File: config.mk
export PLATFORM = sky130hd
export DESIGN_NAME = fifo_stream_reader
export DESIGN_NICKNAME = d
export VERILOG_FILES = /design/src/rtl/fifo_stream_reader.sv
export SDC_FILE = /design/constraint.sdc
export NUM_CORES = 1
export LEC_CHECK = 0
export ABC_CLOCK_PERIOD_IN_PS = 2050
export BUFFER_PORTS_ARGS = -buffer_cell sky130_fd_sc_hd__buf_4
export CAP_MARGIN = 20
export CORE_MARGIN = 1.5
export CORE_UTILIZATION = 50
export CTS_CLUSTER_DIAMETER = 100
export DETAILED_ROUTE_END_ITERATION = 7
export PLACE_DENSITY = 0.72
export SYNTH_ARGS = -nofsm -noshare
export SYNTH_HDL_FRONTEND = slang
export SYNTH_SLANG_ARGS = --single-unit
export TNS_END_PERCENT = 30
File: constraint.sdc
create_clock -name clk -period 2.05 [get_ports clk]
set_input_delay 0.1025 -clock clk [delete_from_list [all_inputs] [get_ports clk]]
set_output_delay 0.1025 -clock clk [all_outputs]
set_load 0.05 [all_outputs]
File: src/rtl/fifo_stream_reader.sv
// fifo_stream_reader: turns a FIFO with one-cycle read latency into a valid/ready stream via a 2-entry skid buffer.
// Define FIFO_READER_STATS_EN to add the 16-bit words_read pop counter output.
module fifo_stream_reader #(
  parameter int DATA_WIDTH = 32
) (
  input  logic                  clk,
  input  logic                  reset_signal,
  input  logic                  enable,
  input  logic                  flush,
  input  logic                  fifo_empty_f,
  output logic                  fifo_read_enable,
  input  logic [DATA_WIDTH-1:0] fifo_data_output,
  output logic                  out_valid,
  output logic [DATA_WIDTH-1:0] out_data,
  input  logic                  out_ready
`ifdef FIFO_READER_STATS_EN
  ,
  output logic [15:0]           words_read
`endif
);

  typedef enum logic [1:0] {
    IDLE  = 2'd0,
    RUN   = 2'd1,
    FLUSH = 2'd2
  } state_e;

  state_e                state_q, state_d;
  logic [1:0]            buf_count_q, buf_count_d;
  logic                  inflight_q, inflight_d;
  logic                  head_q, head_d;
  logic                  tail_q, tail_d;
  logic [DATA_WIDTH-1:0] mem_q [2];
  logic [DATA_WIDTH-1:0] mem_d [2];
  logic                  out_valid_q, out_valid_d;
  logic [DATA_WIDTH-1:0] out_data_q, out_data_d;
  logic                  pop;
  logic                  capture;
  logic [2:0]            occupancy;
`ifdef FIFO_READER_STATS_EN
  logic [15:0]           words_read_q, words_read_d;
`endif

  // A read is only issued if its word is guaranteed a free slot when it lands next cycle.
  always_comb begin
    pop              = out_valid_q & out_ready;
    capture          = inflight_q & (state_q != FLUSH) & ~flush;
    occupancy        = {1'b0, buf_count_q} + {2'b00, inflight_q} - {2'b00, pop};
    fifo_read_enable = (state_q == RUN) & ~fifo_empty_f & ~flush & (occupancy < 3'd2);
  end

  always_comb begin
    if (flush) begin
      state_d = FLUSH;
    end else if (enable) begin
      state_d = RUN;
    end else begin
      state_d = IDLE;
    end
  end

  always_comb begin
    buf_count_d = buf_count_q;
    head_d      = head_q;
    tail_d      = tail_q;
    mem_d       = mem_q;
    inflight_d  = fifo_read_enable;
    if (flush) begin
      buf_count_d = 2'd0;
      head_d      = 1'b0;
      tail_d      = 1'b0;
    end else begin
      if (capture) begin
        mem_d[tail_q] = fifo_data_output;
        tail_d        = ~tail_q;
      end
      if (pop) begin
        head_d = ~head_q;
      end
      buf_count_d = buf_count_q + {1'b0, capture} - {1'b0, pop};
    end
    // Outputs are registered from the next buffer state so they follow the buffer exactly.
    out_valid_d = (buf_count_d != 2'd0);
    out_data_d  = mem_d[head_d];
  end

`ifdef FIFO_READER_STATS_EN
  always_comb begin
    words_read_d = words_read_q + {15'd0, pop};
  end
`endif

  always_ff @(posedge clk or negedge reset_signal) begin
    if (!reset_signal) begin
      state_q      <= IDLE;
      buf_count_q  <= 2'd0;
      inflight_q   <= 1'b0;
      head_q       <= 1'b0;
      tail_q       <= 1'b0;
      mem_q[0]     <= '0;
      mem_q[1]     <= '0;
      out_valid_q  <= 1'b0;
      out_data_q   <= '0;
`ifdef FIFO_READER_STATS_EN
      words_read_q <= 16'd0;
`endif
    end else begin
      state_q      <= state_d;
      buf_count_q  <= buf_count_d;
      inflight_q   <= inflight_d;
      head_q       <= head_d;
      tail_q       <= tail_d;
      mem_q[0]     <= mem_d[0];
      mem_q[1]     <= mem_d[1];
      out_valid_q  <= out_valid_d;
      out_data_q   <= out_data_d;
`ifdef FIFO_READER_STATS_EN
      words_read_q <= words_read_d;
`endif
    end
  end

  assign out_valid = out_valid_q;
  assign out_data  = out_data_q;
`ifdef FIFO_READER_STATS_EN
  assign words_read = words_read_q;
`endif

endmodule
* After elaboration in Yosys (flattened, before gate mapping)
Index checks and enable logic that the tools add are counted.
Widths: inputs -> output; s select.
** Cells by class
- Bitwise logic cells :: 12
- Equality and inequality tests :: 2
- $lt $le $gt $ge :: 4
- $add $sub $neg :: 4
- Multiplexer cells :: 15
- Reductions and logical operators :: 3
** Operator list (number)
- $mux 32 :: 4
- $mux 64 :: 2
- $bwmux 64 :: 1
- $demux 32 s1 :: 1
- $and 1x1->1 :: 6
- $mux 1 :: 5
- $ge 2x2->1 const B :: 2
- $mux 2 :: 2
- $not 1->1 :: 4
- $not 1->2 :: 2
- $reduce_bool 2->1 :: 2
- $add 2x1->3 :: 1
- $lt 3x2->1 const B :: 1
- $sub 3x1->3 :: 1
- $add 2x1->2 :: 1
- $eq 2x1->1 const B :: 1
- $lt 2x1->1 const B :: 1
- $ne 2x2->1 const B :: 1
- $sub 2x1->2 :: 1
- $logic_and 1x1->1 :: 1
** Word-level totals
- Output and inout bits :: 34
- Logic and storage cells :: 49
- Register bits after elaboration :: 104
- Input bits :: 38

* Longest topological paths before layout
- Depth in word-level cells :: 11
- Mapped depth :: 8
- Mapped depth without buffers :: 8

* Least setup slack after synthesis
Ideal clock, no wire load.
- Path type :: register to register
- Start point :: register out_valid_q (netlist: out_valid)
- End point :: register inflight_q
- Required time :: 1.761 ns
- Library setup time :: 0.289 ns
- Clock period less this slack :: 3.447 ns
- Cell stages (with the launch flop) :: 7
- Path buffers :: 0
- Path slack :: -1.397 ns
- Arrival :: 3.157 ns
- Cell sequence :: dfrtp_1 > nand2_1 > xnor2_1 > nand2_1 > fa_1 > xor2_1 > nor4_1
** On the way
- Longest elaborated chain between the ends :: 4
** Ends and longest elaborated chain
- from (decl) :: line 35 : logic out_valid_q, out_valid_d;
- from (signal assigned) :: line 115 : out_valid_q <= out_valid_d;
- $and 1x1->1 :: line 46 : pop = out_valid_q & out_ready;
- $sub 3x1->3 :: line 48 : occupancy = {1'b0, buf_count_q} + {2'b00, inflight_q} - {2'b00, pop};
- $lt 3x2->1 :: line 49 : fifo_read_enable = (state_q == RUN) & ~fifo_empty_f & ~flush & (occupancy < 3'd2);
- $and 1x1->1 :: line 49
- net fifo_read_enable :: line 11 : output logic fifo_read_enable,
- to (signal assigned) :: line 110 : inflight_q <= inflight_d;
- to (decl) :: line 30 : logic inflight_q, inflight_d;
The timed path passes the listed nets, and every way through them passes these cells.
A chain may end at the register's enable or synchronous reset.

* Worst setup path in the final report
- Start point :: register out_valid_q (netlist: out_valid)
- End point :: output port fifo_read_enable
** On the way
- Longest elaborated chain between the ends :: 4
** Ends and longest elaborated chain (line)
- $and 1x1->1 :: 46
- $sub 3x1->3 :: 48
- $lt 3x2->1 :: 49
- $and 1x1->1 :: 49
- to (decl) :: 11
No other way between the ends.

==> impl_metrics.yaml <==
final_layout:
  register_area_um2: 2610
  layout_commonest_cell: "dfrtp_1"
  most-common-layout-cells: "102 x dfrtp_1, 97 x nand2_1, 77 x buf_4"
  total_area_of_multi_input_combinational_cells_um2: 1620
  syn2layout_area_growth_pct: 30.4
  utilization_after_layout: 0.678
  num-fill-cells: 614
  post_route_cells_drive_above_1_share: 0.314
  n_antenna_cell: 0
  finish.instance_area_um2: 5630
  design.final.nets: 501
routing:
  ant_nets: 0
  detailed_route_drc_error_count: 0
  wire_per_inst_um: 15.8
  avgViaCountPerCell: 5.28
  firstDrtPassIters: 4
  totalWireLength_um: 9000
  initialDrtViolationCount: 113
  route.vias.total: 3011
sta:
  finalClockSkew_ns: 0.00910
  tightestPinTransition_ns: 0.593
  finalCriticalPeriod_ns: 2.25
  report.final.hold_viol_count: 0
  post-route-worst-setup-slack_ns: -0.200
  slew-limit-headroom: 0.604
  setup-tns-final_ns: -0.200
  unrepaired_setup_endpoints_after_global_routing: "true"
  maxSlewViolCount: 0
  hold_ws_ns: 0.100
  report.final.setup_viol: 1
  final_min_period_over_clock_period: 1.10
  max_clock_freq_mhz: 444
grt:
  track_usage: 0.223
  grt_pass1_wl_um: 15500
  maximum_number_of_pins_on_one_net_before_global_route_repair: 46
  number_of_global_route_vias_before_repair: 3243
  overflow: 0
  antenna_violations_before_repair: 0
die:
  die_width_um: 95.9
  design.die.area_um2: 9200
  rows: 33
  pin_count: 72
  floorplan.initialDensity: 0.520
  fp.coreArea_um2: 8300
  dieHeight_um: 95.9
hold_path:
  cell_depth_of_the_worst_hold_path: 2
  worstHoldEndpoint: "state_q[1]$_DFF_PN0_"
  timing.hold.worst.start: "flush"
  min-delay-path-class: "primary input to flop"
setup_path:
  worst-endpoint-required_ns: 1.95
  crit-reg2reg-capture: "out_valid$_DFF_PN0_"
  cp_cell_sequence: "nand2_4 > xnor2_2 > nand2_1 > fa_2 > nand3b_1 > nor4_4 > buf_6"
  crit_path_start_kind: "flop"
  cp_slowest_cell: "fa_2"
  critical-path-max-stage-delay_ns: 0.54
  timing.critical_path.buf_inv: 1
  reg2reg_setup_slack_ns: 0.07
  worst_ep_arrival_time_ns: 2.15
  worstPathMaxFanout: 3
  path_delay_family: "adder cells"
  crit_type: "flop to output pin"
  end_kind: "output pin"
  worst_r2r_startpoint: "state_q[1]$_DFF_PN0_"
  worst-r2r-cell-count: 7
logic_synthesis:
  yosys.area_share.simple: 0.162
  synth_warnings: 0
  synth_largest_area_cell: "dfrtp_1"
  combinational_family_with_the_most_area_after_synthesis: "simple AND/OR/NAND/NOR gates"
  post_synth_inst_count: 353
  synthesis.area_um2: 4320
  multiplexer_share_of_the_synthesized_area: 0.0910
  net_count_synth: 394
  synth.area.top_cells: "dfrtp_1 60%, nand2_1 8.5%, mux2_1 8.3%, o221a_2 7.8%, or3_1 4.8%"
  synth_cell_type_count: 29
  synth_sequential_area_ratio: 0.603
  synth_compound_area_frac: 0.0835
  synth_adder_area_share: 0.0104
  syn_area_per_cell_um2: 12.2
  synth_xor_xnor_area_share: 0.0122
  synth_top_cell_area_share: 0.603
  synth_seq_cells: 104
clock_tree:
  clock_sink_count: 104
  cts_tree: "yes"
  insertion_delay_ns: 0.36
  htreeDepth: 3
  cts.clk_slew.worst_paths_ns: 0.09
  cts-buffers-inserted: 9
  clock-root-buffer: "clkbuf_8"
  clock_tree.buffer_depth: 2
placed_design:
  number_of_buffer_cells_added_on_primary_ports: 71
  dp_hpwl_um: 5360
  placedInstanceArea_um2: 5010
  gp_congestion: 0.774
run_status:
  failed_checks: "setup timing"
  outcome: "finished with violations"
power_and_ir_drop:
  irDropWorstVdd_mv: 0.580
  power.density_cell_area_nw_per_um2: 1150
  static-leakage-power_uw: 0.00289
run:
  cap_violations: 0
## power breakdown
group          switching, µW  leakage (µW)  internal [µW]
clock                    697      0.000106            640
combinational           1490       0.00138            939
sequential               199       0.00140           2500
total                   2390       0.00289           4080
## area by class of cell
| type | count | share of cell area |
|---|---|---|
| Sequential cell | 104 | 0.463 |
| Timing Repair Buffer | 119 | 0.185 |
| Clock buffer | 11 | 0.0269 |
| Inverter | 3 | 0.00200 |
| Tap cell | 105 | 0.0233 |
| Multi-Input combinational cell | 223 | 0.288 |
| Clock inverter | 5 | 0.0113 |
## cell families (layout without fill, tap and decap cells)
logic type,Yosys count,count (layout)
xor gates and xnor gates,6,6
AOI/OAI and AO/OA,32,32
buffers and inverters,26,138
DFF,104,104
adders and majority gates,3,3
and+or+nand+nor,148,148
muxes,34,34
## synthesized netlist by cell type (all sizes together)
cell	n
ha	2
nor3	1
and2b	1
xor2	2
nor3b	1
nor4	1
inv	3
clkbuf	9
mux2i	2
o221a	32
or3	33
dfrtp	104
or2	2
fa	1
nor2	4
nand3b	1
nor2b	4
nand2	99
buf	14
nand2b	1
xnor2	4
mux2	32
## worst max-delay path by stage
stage / startpoint / end / slack, ns / cells past startpoint
after CTS: out_valid$_DFF_PN0_ / fifo_read_enable / -0.20 / 7
after global routing: out_valid$_DFF_PN0_ / fifo_read_enable / -0.28 / 7
after detailed placement: inflight_q$_DFF_PN0_ / out_valid$_DFF_PN0_ / 0.09 / 7
final: out_valid$_DFF_PN0_ / fifo_read_enable / -0.20 / 7
after floorplan: out_valid$_DFF_PN0_ / inflight_q$_DFF_PN0_ / -0.20 / 6
after global placement: inflight_q$_DFF_PN0_ / out_valid$_DFF_PN0_ / 0.12 / 7
## flip-flops by register name, indices dropped and copies added (netlist names)
signal       count
out_data        32
head_q           1
mem_q           64
buf_count_q      2
state_q          2
out_valid        1
tail_q           1
inflight_q       1
## stage by stage
stage                     setup slack [ns]  power (µW)  std cells
after floorplan                     -0.195        4360        353
after global placement               0.124        5050        516
after detailed placement            0.0936        5100        516
after CTS                           -0.197        6520        570
after global routing                -0.285        6820        570
final                               -0.200        6470        570
## routing by layer
metal | wire length, µm | up-vias | track usage | share of wire
met1 | 3920 | 1494 | 0.283 | 0.44
li1 | - | 1426 | - | -
met4 | 121 | 0 | 0.0784 | 0.013
met3 | 392 | 12 | 0.0411 | 0.044
met5 | 0 | - | 0 | 0
met2 | 4570 | 79 | 0.383 | 0.51
## repair_timing
action	4_1_cts	5_1_grt
endpoints found under the setup margin	1	3
hold endpoints to repair	110	0
hold buffers	36	0
buffers inserted	2	0
pin swaps	4	0
gates resized for setup	2	4
(Power assumes the default switching activity.)
